[config.mk]
export PLATFORM = sky130hd
export DESIGN_NAME = wb_regfile
export DESIGN_NICKNAME = d
export VERILOG_FILES = /design/src/rtl/wb_regfile.sv
export SDC_FILE = /design/constraint.sdc
export NUM_CORES = 2
export LEC_CHECK = 0
export BUFFER_PORTS_ARGS = -buffer_cell sky130_fd_sc_hd__buf_2
export CAP_MARGIN = 40
export CORE_ASPECT_RATIO = 0.9
export CORE_UTILIZATION = 45
export CTS_CLUSTER_SIZE = 14
export DETAILED_ROUTE_END_ITERATION = 7
export GPL_TIMING_DRIVEN = 0
export PLACE_DENSITY = 0.61
export SYNTH_ARGS = -nofsm -noshare
export SYNTH_HDL_FRONTEND = slang
export SYNTH_SLANG_ARGS = --single-unit
[constraint.sdc]
create_clock -name clk -period 6.65 [get_ports clk]
set_clock_uncertainty 0.2 [all_clocks]
set_input_delay 0.3325 -clock clk [delete_from_list [all_inputs] [get_ports clk]]
set_output_delay 0.3325 -clock clk [all_outputs]
set_load 0.01 [all_outputs]
[src/rtl/wb_regfile.sv]
// Write-back select and 32x32 register file with write-before-read bypass and a commit counter.
// Latency: fwd bus and read ports 0 cycles, storage 1 edge; no backpressure, accepts one write per cycle.
module wb_regfile #(
    parameter int DATA_W = 32,
    parameter int ADDR_W = 5,
    parameter int CNT_W  = 32
) (
    input  logic              clk,
    input  logic              rst,
    input  logic [2:0]        wb_ctrl,
    input  logic [DATA_W-1:0] mem_rdata,
    input  logic [DATA_W-1:0] wb_pc,
    input  logic [DATA_W-1:0] alu_result,
    input  logic [ADDR_W-1:0] wb_dst,
    input  logic [ADDR_W-1:0] rs_addr,
    input  logic [ADDR_W-1:0] rt_addr,
    output logic [DATA_W-1:0] rs_data,
    output logic [DATA_W-1:0] rt_data,
    output logic              fwd_we,
    output logic [ADDR_W-1:0] fwd_dst,
    output logic [DATA_W-1:0] fwd_data,
    output logic [CNT_W-1:0]  commit_count,
    input  logic [ADDR_W-1:0] dbg_addr,
    output logic [DATA_W-1:0] dbg_data
);

    localparam int NREG = 1 << ADDR_W;

    logic [DATA_W-1:0] regs [NREG];
    logic              we_eff;

    // Select code 11 is reserved and falls back to the ALU result.
    always_comb begin
        fwd_data = alu_result;
        case (wb_ctrl[1:0])
            2'b01:   fwd_data = mem_rdata;
            2'b10:   fwd_data = wb_pc;
            default: fwd_data = alu_result;
        endcase
    end

    assign we_eff  = wb_ctrl[2] && (wb_dst != '0);
    assign fwd_we  = we_eff;
    assign fwd_dst = wb_dst;

    always_ff @(posedge clk) begin
        if (rst) begin
            for (int i = 0; i < NREG; i++) begin
                regs[i] <= '0;
            end
            commit_count <= '0;
        end else if (we_eff) begin
            regs[wb_dst] <= fwd_data;
            commit_count <= commit_count + CNT_W'(1);
        end
    end

    // Bypass needs no zero guard: we_eff is already false for index 0.
    always_comb begin
        rs_data = regs[rs_addr];
        if (rs_addr == '0) begin
            rs_data = '0;
        end else if (we_eff && (rs_addr == wb_dst)) begin
            rs_data = fwd_data;
        end
    end

    always_comb begin
        rt_data = regs[rt_addr];
        if (rt_addr == '0) begin
            rt_data = '0;
        end else if (we_eff && (rt_addr == wb_dst)) begin
            rt_data = fwd_data;
        end
    end

    assign dbg_data = (dbg_addr == '0) ? '0 : regs[dbg_addr];

endmodule

==> metrics <==
top_reg_cell synth edfxtp_1; Ys Warns 0; root buffer cell clkbuf_16; vias in the first global route 49,400; Leakage Power ~26 nW; status finished, violations left; Max Clk Rate 0.185 GHz; share of layout cells above drive strength 1 31.6%; RSZ-0062 raised after global routing no; post-synthesis sequential area ratio 49.6%; clk slew on worst S/H paths 0.07 ns; total wire length 344 mm; Initial DRC Count ~11,000; Setup violations, final 0; worst-skew pair later-pin latency 0.79 ns; core box area roughly 140,000 um^2; ANT nets after route 0; dpl ws 1.86 ns; final worst-path cycle share 81.3%; Boundary Pins between 200 and 300; Via Count 53,700; Mean Syn Cell Area 13.9 um^2; Finished Layout Cells 7,134; Net Sw Frac 32.0%; Startpoint Class primary input; synthesized area about 63,000 um^2; post-synth cell types 77; dpl hpwl between 200 and 300 mm; Post-Place Cells 6,863; Hold WS 0.0357 ns; final worst slack between 1 and 1.5 ns; drt wl/cell between 40 and 50 um; Slew Limit Fails 0; CTS tree yes; PD cells 255 nW/um^2; register bit total from synthesis ~1,100; DIE AREA 142,000 um^2; Clock Sinks ~1,100; Initial Util 45.3%; cts bufs inserted roughly 120; routing usage on met2 about 64%; nets between 5,000 and 6,000; Die X 397 um; Seq pwr share 42.3%; total grt overflow 0; VDD IR max 230 uV; area post-placement 69,500 um^2; class of the most critical setup path primary input to primary output; antenna violations before repair 18; fillers 11,900; Clk pwr share 35.3%; Rows 130; Area Overhead vs Synth 16.4%; CTS-repair resized insts 0; Bufs on Longest Clock Path 3; worst endpoint required time 6.12 ns; Hold Violations, Final 0; P_int 12.7 mW; type of the tightest min-delay check primary input to register; min cycle time layout approximately 5.4 ns; failing checks DRC; Post-synth EDFFs around 1,000; Slew HR a little under a quarter; met3 usage in global routing 24.9%; CP Cell Sequence buf_2 -> buf_4 -> buf_2 -> buf_2 -> buf_2 -> mux2i_1 -> nand2_1 -> a31oi_1 -> o21ai_0 -> buf_2; MaxCap Viol Count 0; GP Congestion 1.13; All-Layer GR Usage around half; Net Switching 5.99 mW; crit path capture type primary output; Setup TNS 0 ns; first-pass GRT wire length 445 mm; slowest CP cell a31oi_1; drc violations 32; crit-path most repeated cell buf_2; Pwr Total 18.7 mW; Comb pwr share 22.3%; # port buffers roughly 270; largest net degree at the start of global routing 24; Worst-Margin Slew ~1.2 ns; GRT met1 Usage 56.6%; Syn Inst Count approximately 4,500; Most Used Layer, Global Route met2; CP max stage delay 0.80 ns; Die Ht 358 um; Data arrival, critical path 4.87 ns; CTS H-tree depth 3; Finished Cell Area 73,600 um^2; Core Util, Final between 50% and 60%; CP Max Fanout 10; TritonRoute pass-1 iters 8; fraction of registers with async set/reset 0%; drt via density 7.53
[power by group through the flow]
stage	clock (mW)	combinational (mW)	sequential (mW)
floorplan	0	2.00	7.95
global placement	0	3.70	8.05
detailed placement	0	3.88	8.05
CTS	6.54	3.90	7.91
global route	6.79	4.07	7.96
finish	6.62	4.18	7.93
[layout make-up]
cell class | instances | area, um^2 | share of cell area [%]
antenna | 23 | 57.6 | 0.0782
buffer | 513 | 2570 | 3.49
clock buffer | 145 | 3050 | 4.15
clock inverter | 75 | 644 | 0.876
inverter | 85 | 319 | 0.434
multi-input combinational | 2919 | 29200 | 39.7
sequential | 1056 | 31400 | 42.6
tap | 1848 | 2310 | 3.14
timing repair buffer | 470 | 4050 | 5.50
[cells by family (layout without fill, tap and decap cells)]
| family | count (synthesis) | after routing | synth area share (%) |
|---|---|---|---|
| AO/OA/AOI/OAI | 483 | 483 | 5.60 |
| XOR/XNOR | 28 | 28 | 0.388 |
| adder cells (fa/ha/maj) | 3 | 3 | 0.0594 |
| buffers and inverters | 598 | 1288 | 4.53 |
| flip-flops | 1056 | 1056 | 49.6 |
| multiplexers | 947 | 947 | 30.5 |
| other | 1 | 55 | 0.00593 |
| AND/OR/NAND/NOR | 1426 | 1426 | 9.28 |
[cell usage in the layout (no fill, tap or decap), types with 81 or more instances in the layout]
cell type	n
clkbuf_16	118
buf_2	390
a22oi_1	83
nor2_1	1055
mux2i_1	153
inv_1	81
clkbuf_1	317
mux4_2	782
nand2_1	182
edfxtp_1	1024
[flip-flops by register name (all words and copies together) (netlist names)]
register,flops
regs,1024
commit_count,32
[routing by layer]
layer | part of all wire, % | vias to the layer above
met4 | 11 | 8
met3 | 18 | 1490
li1 | - | 19200
met2 | 40 | 5922
met5 | 0.11 | -
met1 | 32 | 27100
[critical path, delay by kind of cell]
kind / cells / cell delay [ns]
multiplexers: 1 / 0.51
AO/OA/AOI/OAI: 2 / 1.11
buffers and inverters: 6 / 2.74
AND/OR/NAND/NOR: 1 / 0.11
[worst paths after layout]
| check | startpoint | end | slack (ns) | depth (start not counted) |
|---|---|---|---|---|
| max | rs_addr[1] | rs_data[6] | 1.25 | 10 |
| min | alu_result[4] | regs[4][4] | 0.04 | 4 |
| max reg2reg | commit_count[2] | commit_count[31] | 4.28 | 5 |
| min reg2reg | commit_count[31] | commit_count[31] | 0.29 | 2 |
[what timing repair did]
item / CTS / global route
setup buffers: 0 / 0
hold buffers: 18 / 0
hold endpoints to repair: 26 / 0
[synth_stat cells (8+ instances only)]
library cell  count  area share [%]
nor2_1         1055             6.3
edfxtp_1       1024              49
mux4_2          782              28
clkbuf_1        301             1.8
nand2_1         182             1.1
mux2i_1         153             2.4
buf_2           102            0.81
a22oi_1          83            0.99
inv_1            81            0.48
o21ai_1          61            0.48
a221oi_1         56            0.78
a221o_1          46            0.73
a21oi_1          42            0.33
o22ai_1          42            0.42
nand2b_1         41            0.41
buf_4            38            0.45
nand3_1          38            0.30
buf_1            35            0.21
dfxtp_1          32             1.0
buf_6            24            0.43
a31oi_1          23            0.23
o31ai_1          21            0.25
xor2_1           20            0.28
o21ai_0          19            0.15
a22o_1           18            0.25
nor2b_1          16            0.16
nand4_1          13            0.13
or3_1            13            0.13
and3_1           12            0.12
mux2_2           12            0.21
a211oi_1         11            0.13
o211ai_1         11            0.13
nor3_1            9           0.071
a2111oi_0         8            0.11
xnor2_1           8            0.11
Note: power is estimated with default switching activity, not from simulation.
